--- src/rtl/small_calculator_driver_pkg.sv ---
// rtl/small_calculator_driver_pkg.sv - shared types and widths for the calculator go/done driver
package small_calculator_driver_pkg;

  localparam int CALC_DATA_W = 4;
  localparam int CALC_OP_W   = 2;
  localparam int CALC_CS_W   = 3;

  typedef enum logic [1:0] {
    ST_IDLE  = 2'd0,
    ST_RUN   = 2'd1,
    ST_DRAIN = 2'd2
  } drv_state_e;

endpackage

--- src/rtl/small_calculator_timeout.sv ---
// rtl/small_calculator_timeout.sv - loadable down-counter with terminal-count flag for go/done initiators
module small_calculator_timeout #(
  parameter int TIMEOUT = 16
) (
  input  logic clk,
  input  logic rst,
  input  logic load,
  input  logic en,
  output logic tc
);

  localparam int W = (TIMEOUT > 2) ? $clog2(TIMEOUT) : 1;
  localparam logic [W-1:0] LOAD_VAL = W'(TIMEOUT - 1);

  logic [W-1:0] count;

  // Loading TIMEOUT-1 makes tc fire on the TIMEOUT-th enabled cycle after load.
  always_ff @(posedge clk or posedge rst) begin
    if (rst) begin
      count <= '0;
    end else if (load) begin
      count <= LOAD_VAL;
    end else if (en && (count != '0)) begin
      count <= count - 1'b1;
    end
  end

  assign tc = (count == '0);

endmodule

--- src/rtl/small_calculator_driver.sv ---
// rtl/small_calculator_driver.sv - initiator for the small_calculator go/done protocol
module small_calculator_driver
  import small_calculator_driver_pkg::*;
#(
  parameter int DATA_W  = CALC_DATA_W,
  parameter int OP_W    = CALC_OP_W,
  parameter int TIMEOUT = 16,
  parameter int CNT_W   = 8
) (
  input  logic                 clk,
  input  logic                 rst,
  input  logic                 req_valid,
  output logic                 req_ready,
  input  logic [OP_W-1:0]      req_op,
  input  logic [DATA_W-1:0]    req_a,
  input  logic [DATA_W-1:0]    req_b,
  output logic                 rsp_valid,
  input  logic                 rsp_ready,
  output logic [DATA_W-1:0]    rsp_data,
  output logic                 rsp_timeout,
  output logic [CALC_CS_W-1:0] rsp_cs,
  output logic                 calc_go,
  output logic [OP_W-1:0]      calc_op,
  output logic [DATA_W-1:0]    calc_in1,
  output logic [DATA_W-1:0]    calc_in2,
  input  logic [DATA_W-1:0]    calc_out,
  input  logic [CALC_CS_W-1:0] calc_cs,
  input  logic                 calc_done,
  output logic                 busy,
  output logic [CNT_W-1:0]     txn_count
);

  drv_state_e state;
  logic       accept;
  logic       timer_tc;
  logic       timer_en;

  assign req_ready = (state == ST_IDLE) && !rsp_valid;
  assign accept    = req_valid && req_ready;
  assign busy      = (state != ST_IDLE);
  assign timer_en  = (state == ST_RUN);

  small_calculator_timeout #(
    .TIMEOUT(TIMEOUT)
  ) u_timeout (
    .clk  (clk),
    .rst  (rst),
    .load (accept),
    .en   (timer_en),
    .tc   (timer_tc)
  );

  always_ff @(posedge clk or posedge rst) begin
    if (rst) begin
      state       <= ST_IDLE;
      calc_go     <= 1'b0;
      calc_op     <= '0;
      calc_in1    <= '0;
      calc_in2    <= '0;
      rsp_valid   <= 1'b0;
      rsp_data    <= '0;
      rsp_timeout <= 1'b0;
      rsp_cs      <= '0;
      txn_count   <= '0;
    end else begin
      // A new response can only be produced after acceptance, which requires
      // rsp_valid low, so consume and produce never meet on one edge.
      if (rsp_valid && rsp_ready) begin
        rsp_valid <= 1'b0;
      end

      case (state)
        ST_IDLE: begin
          if (accept) begin
            calc_op  <= req_op;
            calc_in1 <= req_a;
            calc_in2 <= req_b;
            calc_go  <= 1'b1;
            state    <= ST_RUN;
          end
        end

        ST_RUN: begin
          if (calc_done) begin
            rsp_data    <= calc_out;
            rsp_timeout <= 1'b0;
            rsp_cs      <= '0;
            rsp_valid   <= 1'b1;
            txn_count   <= txn_count + 1'b1;
            calc_go     <= 1'b0;
            state       <= ST_DRAIN;
          end else if (timer_tc) begin
            rsp_data    <= '0;
            rsp_timeout <= 1'b1;
            rsp_cs      <= calc_cs;
            rsp_valid   <= 1'b1;
            calc_go     <= 1'b0;
            state       <= ST_DRAIN;
          end
        end

        // Wait for done to return low so a level-held done is seen only once.
        ST_DRAIN: begin
          calc_go <= 1'b0;
          if (!calc_done) begin
            state <= ST_IDLE;
          end
        end

        default: begin
          calc_go <= 1'b0;
          state   <= ST_IDLE;
        end
      endcase
    end
  end

endmodule
--- config.mk ---
export PLATFORM = sky130hd
export DESIGN_NAME = small_calculator_driver
export DESIGN_NICKNAME = d
export VERILOG_FILES = /design/src/rtl/small_calculator_driver_pkg.sv /design/src/rtl/small_calculator_timeout.sv /design/src/rtl/small_calculator_driver.sv
export SDC_FILE = /design/constraint.sdc
export NUM_CORES = 1
export LEC_CHECK = 0
export CORE_MARGIN = 2
export CORE_UTILIZATION = 48
export CTS_CLUSTER_SIZE = 28
export DETAILED_ROUTE_END_ITERATION = 10
export HOLD_SLACK_MARGIN = 0.02
export PLACE_DENSITY_LB_ADDON = 0.25
export SETUP_SLACK_MARGIN = 0.5
export SLEW_MARGIN = 20
export SYNTH_ARGS = -nofsm -noshare
export SYNTH_HDL_FRONTEND = slang
export SYNTH_HIERARCHICAL = 1
export SYNTH_SLANG_ARGS = --single-unit
--- constraint.sdc ---
create_clock -name clk -period 3.95 [get_ports clk]
set_input_delay 0.395 -clock clk [delete_from_list [all_inputs] [get_ports clk]]
set_output_delay 0.395 -clock clk [all_outputs]
set_load 0.02 [all_outputs]
==> flow_summary.toml, run 1 <==
[yosys]
synth_commonest_cells = "dfrtp_1 (34), o21ai_0 (10), mux2_4 (7), inv_1 (5), nor2_1 (5)"
netlist_area_um2 = 1489
yosysTopAreaCell = "dfrtp_1"
synth_top_area_frac = 0.5714
synth_compound_area_frac = 0.09160
ys_types = 32
synth_xor_xnor_area_share = 0.04118
post_synth_mux_area_share = 0.1143
syn-instance-count = 116
postSynthAreaPerCell_um2 = 12.84
async_flop_share = 1.000
synth_top_family_by_area = "simple AND/OR/NAND/NOR gates"
synthSimpleGateAreaFrac = 0.1218
synth_edf_count = 0
synth_fa_ha_area_frac = 0.01681
synth_flop_cell = "dfrtp_1"
seq_area_frac_synth = 0.5714
synth_area_leaders = "dfrtp_1 (57%), mux2_4 (7.1%), o21ai_0 (3.4%)"
yosysWarnings = 6
yosysMostFrequentCell = "dfrtp_1"
ys_ff_latch = 34
synth_nets = 140

[routing]
num_vias = 1078
drt_iter0_markers = 26
wl_per_cell_um = 15.07
via_per_inst = 5.284
final_antenna_net_count = 0
drtPass1Iterations = 3
drc = 0
wirelength_mm = 3.074

[pwr]
ir_drop_v = 0.0003618
leakagePower_nw = 0.9180
power.density_nw_per_um2 = 807.6

[setup_path]
r2r_end = "rsp_cs[0]"
worstSetupStartpointType = "flip-flop"
cp_max_fo = 5
path_class = "reg -> out"
required_ns = 3.56
crit_path_end = "busy"
crit_arrival_ns = 1.64
reg2reg_slack_ns = 2.12
crit_start = "state[0]"
worst_setup_path_end_kind = "output pin"
reg2reg_depth = 6
r2r-start = "u_timeout/count[0]"

[clocking]
clock_latency_ns = 0.34
clock_sinks = 34
cts_buffers = 5
tritoncts = "yes"
cts_max_level = 2
cts_root_buffer = "clkbuf_4"
path_clk_slew_ns = 0.11
postCtsSetupBuffers = 0
cts_hold_buffers = 0
cts.repair.resized = 0
clock_path_buffers = 2

[sta]
fin_crit_sh = 0.5162
period_minus_slack_ns = 2.039
finalHoldViolCount = 0
fin_hold_ws_ns = 0.2755
setup-tns-final_ns = 0
finalSetupViolations = 0
worst_pin_slew_ns = 0.6129
finalMaxSlewViolations = 0
clock_skew_ns = 0.008825
grt_setup_unrepaired = "false"
max_slew_margin = 0.5908
clock.fmax_mhz = 490.5

[cells_and_area]
n_fill_cell = 249
fin_cells = 204
layout.nets = 194
areaGrowthSynthToFinish_pct = 39.50
antenna_cells = 0
layout-drive-gt1-share = 0.1637

[global_route]
grt.total_usage = 0.1949
grt_max_degree = 31
antenna_found_initial = 0
grt_overflow = 0
grt_pass1_wl_mm = 5.099
first_global_vias = 1148

[hold_path]
hold_class = "in -> async"

[run_status]
status = "completed"

[flow_run]
maxCapViolCount = 0

[die]
initial_core_util = 0.4958
io-pin-count = 52
die-area_um2 = 3563
die_w_um = 59.70
core_um2 = 3003
die_h_um = 59.70
fp-row-count = 20

[placed_design]
gp_congestion = 0.7115
place_inst = 196
port_buffers = 51
hpwlAfterDp_mm = 2.236
==> sequential cells by signal, summed over array words and instances (netlist names) <==
| register | cells |
|---|---|
| calc_in1 | 4 |
| calc_go | 1 |
| rsp_timeout | 1 |
| txn_count | 8 |
| state | 2 |
| calc_op | 2 |
| rsp_cs | 3 |
| rsp_data | 4 |
| calc_in2 | 4 |
| u_timeout/count | 4 |
| rsp_valid | 1 |
==> metal layers <==
layer / vias up / routed length [um] / GRT usage
met3: 5 / 185 / 0.06710
met1: 525 / 1294 / 0.2265
met2: 38 / 1551 / 0.3339
met4: 0 / 44 / 0.06667
li1: 510 / - / -
met5: - / 0 / 0
==> critical path: stages (launching register included) <==
cell and delay [ns]:
dfrtp_1 0.44, or2_2 0.33, clkdlybuf4s50_1 0.54
==> stage by stage <==
step | util | worst slack (ns) | total power [mW] | cell area [um2]
finish | 0.6917 | 1.911 | 1.677 | 2077
global route | 0.6917 | 1.834 | 1.779 | 2077
CTS | 0.6917 | 1.886 | 1.698 | 2077
detailed placement | 0.6658 | 2.075 | 1.439 | 1999
global placement | 0.6658 | 2.109 | 1.409 | 1999
floorplan | - | 2.336 | 1.092 | 1489
==> where the power goes <==
group / internal [mW] / switching (mW)
logic: 0.434 / 0.385
registers: 0.495 / 0.114
clock network: 0.131 / 0.119
total: 1.06 / 0.618
==> how the worst min path moves through the flow <==
stage / end / cells past startpoint / slack (ns)
finish: u_timeout/count[1] / 2 / 0.28
global route: u_timeout/count[1] / 2 / 0.28
CTS: u_timeout/count[1] / 2 / 0.25
detailed placement: txn_count[7] / 1 / 0.47
global placement: txn_count[7] / 1 / 0.46
floorplan: u_timeout/count[0] / 1 / 0.16
==> cells by family after synthesis <==
group	after synthesis
buffers and inverters	10
AND/OR/NAND/NOR	30
XOR/XNOR	7
multiplexers	13
flip-flops	34
adder cells (fa/ha/maj)	2
AO/OA/AOI/OAI	20
==> final cells by class <==
| cell class | instances | area, um2 | area share |
|---|---|---|---|
| clock buffer | 5 | 37.54 | 0.01807 |
| timing repair buffer | 51 | 510.5 | 0.2458 |
| clock inverter | 3 | 40.04 | 0.01928 |
| tap | 33 | 41.29 | 0.01988 |
| sequential | 34 | 850.8 | 0.4096 |
| inverter | 6 | 22.52 | 0.01084 |
| multi-input combinational | 72 | 574.3 | 0.2765 |
==> cells in the final DEF, fill, tap and decap left out <==
master / instances
nor2b_1: 2
mux2_4: 7
mux2_2: 3
and3_1: 1
xnor2_1: 3
ha_1: 2
a21o_2: 2
nor3_1: 3
and3b_2: 1
bufinv_16: 1
nor2_1: 5
inv_1: 4
or4b_4: 1
o21ai_2: 1
or2_2: 1
o21ai_0: 10
a22o_1: 4
nand2b_1: 4
and2_4: 1
o31ai_1: 1
nand2_1: 4
clkinv_2: 2
a211o_1: 2
clkdlybuf4s50_1: 51
inv_2: 2
nor3b_1: 2
mux2i_1: 2
xor2_1: 4
dfrtp_1: 34
mux2_1: 1
nor3_2: 1
clkbuf_4: 5
nand4_1: 4
Power figures use the tool's default switching activity.
==> inputs of run 2 (changes only) <==
CORE_UTILIZATION = 40   (was 48)
clock period = 1.8 ns   (was 3.95 ns; I/O delays follow)
==> run 2 against run 1 <==
Global-route usage is 0.50 points lower. Sequential power is 120% higher. Worst setup slack worse by 1.6 ns. Clock skew is 0.0059 ns lower. Clock power is 110% higher. Critical path depth is 3 higher. Final area is 17% higher. Non-clock buffer count is 24 higher. Clock-buffer cell count is 2 higher. First-iteration DRC count is 42% lower. Cell count is 19% higher. Highest routed layer unchanged.
==> flow_summary.toml, run 2 (synthesis results as in run 1) <==
[pwr]
leakagePower_nw = 1.153
power.density_nw_per_um2 = 1674
ir_drop_v = 0.0008293

[placed_design]
hpwlAfterDp_mm = 2.318
place_inst = 214
port_buffers = 51
gp_congestion = 0.7060
place_area_um2 = 2083
dp_slack_ns = 0.1705

[sta]
worst_pin_slew_ns = 0.5340
fin_hold_ws_ns = 0.1082
finalMaxSlewViolations = 0
setup_slack_ns = 0.2700
fin_crit_sh = 0.8500
setup-tns-final_ns = 0
finalHoldViolCount = 0
clock.fmax_mhz = 653.6
period_minus_slack_ns = 1.530
grt_setup_unrepaired = "true"
finalSetupViolations = 0
clock_skew_ns = 0.002880
max_slew_margin = 0.6436

[die]
die-area_um2 = 4226
io-pin-count = 52
die_w_um = 65.01
die_h_um = 65.01
fp-row-count = 22
initial_core_util = 0.4129
core_um2 = 3606

[routing]
drc = 0
via_per_inst = 4.942
wirelength_mm = 3.775
wl_per_cell_um = 15.53
final_antenna_net_count = 0
drt_iter0_markers = 15
drtPass1Iterations = 4
num_vias = 1201

[global_route]
grt_max_degree = 19
grt_pass1_wl_mm = 5.934
grt.total_usage = 0.1899
grt_overflow = 0
first_global_vias = 1262
antenna_found_initial = 0

[clocking]
clock_latency_ns = 0.29
clock_sinks = 34
path_clk_slew_ns = 0.06
cts_max_level = 2
tritoncts = "yes"
cts_buffers = 5
clock_path_buffers = 2
cts_root_buffer = "clkbuf_8"

[flow_run]
maxCapViolCount = 0

[setup_path]
crit_chain = "nand2b_4 > inv_4 > or4b_4 > nor3_1 > a211o_1"
worstSetupStartpointType = "flip-flop"
crit_arrival_ns = 1.76
cpPeakStageDelay_ns = 0.46
required_ns = 2.03
worst_setup_path_end_kind = "flip-flop"
critPathBufInv = 1
critPathSlowestCell = "or4b_4"
path_class = "reg -> reg"
cp_top_family = "simple AND/OR/NAND/NOR gates"
cp_max_fo = 5

[cells_and_area]
antenna_cells = 0
fin_cells = 243
final_cell_mix = "dfrtp_1 (31), dlygate4sd2_1 (25), clkdlybuf4s50_1 (21), buf_4 (13), mux2_4 (11)"
layout-drive-gt1-share = 0.3487
layout.nets = 219
layout_commonest_cell = "dfrtp_1"
largest_reg_flops = 8
largest_register = "txn_count"
areaGrowthSynthToFinish_pct = 62.52
design_area_um2 = 2420

[run_status]
status = "completed"

[hold_path]
hold_class = "in -> async"
-- run 2: changes by cell type in the layout (fill, tap and decap cells not counted), moves of 3 or more --
cell             previous run  this run
clkdlybuf4s50_1            51        21
mux2_2                      3         0
dfrtp_1                    34        31
dfrtp_2                     0         3
o21ai_0                    10         1
clkbuf_8                    0         5
dlygate4sd2_1               0        25
o21ai_1                     0         9
mux2_4                      7        11
clkbuf_4                    5         0
buf_4                       0        13
buf_6                       0        10
-- run 2: worst reg2reg max path: cells and delay by family, from the launching register on --
| kind | cells | cell delay [ns] |
|---|---|---|
| AO/OA/AOI/OAI | 1 | 0.14 |
| buffers and inverters | 1 | 0.06 |
| flip-flops | 1 | 0.44 |
| AND/OR/NAND/NOR | 3 | 0.84 |
-- run 2: worst paths after layout --
| check | startpoint | endpoint | slack [ns] | cells after the start |
|---|---|---|---|---|
| min in group clk | rsp_ready | rsp_valid | 0.45 | 2 |
| min | rst | u_timeout/count[0] | 0.11 | 2 |
| max reg2reg | state[1] | u_timeout/count[3] | 0.27 | 5 |
| max | state[1] | u_timeout/count[3] | 0.27 | 5 |
| min reg2reg | txn_count[7] | txn_count[7] | 0.46 | 1 |
| max in group asynchronous | rst | calc_op[0] | 1.05 | 3 |
-- run 2: cell type report --
class,count,area [um2]
Inverter,6,25.02
Clock buffer,7,76.32
Tap cell,48,60.06
Multi-Input combinational cell,73,694.4
Timing Repair Buffer,75,709.4
Sequential cell,34,854.6
Fill cell,255,1186
-- run 2: through the flow --
stage / utilization / power, mW
final: 0.6711 / 4.051
after global placement: 0.5777 / 3.182
after floorplan: - / 2.487
after detailed placement: 0.5777 / 3.232
after CTS: 0.6468 / 3.887
after global routing: 0.6711 / 4.280
-- run 2: timing repair --
item,4_1_cts,5_1_grt
resized for setup,54,26
pin swaps,9,15
setup buffers,16,5
endpoints found under the setup margin,55,37
endpoints found under the hold margin,0,0
hold buffers,0,0
gates cloned,1,0
-- run 2: routing by layer --
| metal | share of wire | vias up | GRT usage |
|---|---|---|---|
| met5 | 0 | - | 0 |
| li1 | - | 566 | - |
| met3 | 0.046 | 6 | 0.06250 |
| met4 | 0.015 | 0 | 0.08333 |
| met1 | 0.42 | 595 | 0.2207 |
| met2 | 0.52 | 34 | 0.3196 |
-- run 2: power breakdown --
| group | internal [mW] | total [mW] | switching [mW] |
|---|---|---|---|
| registers | 1.09 | 1.35 | 0.257 |
| logic | 1.15 | 2.17 | 1.03 |
| clock network | 0.266 | 0.528 | 0.262 |
| total | 2.51 | 4.05 | 1.55 |
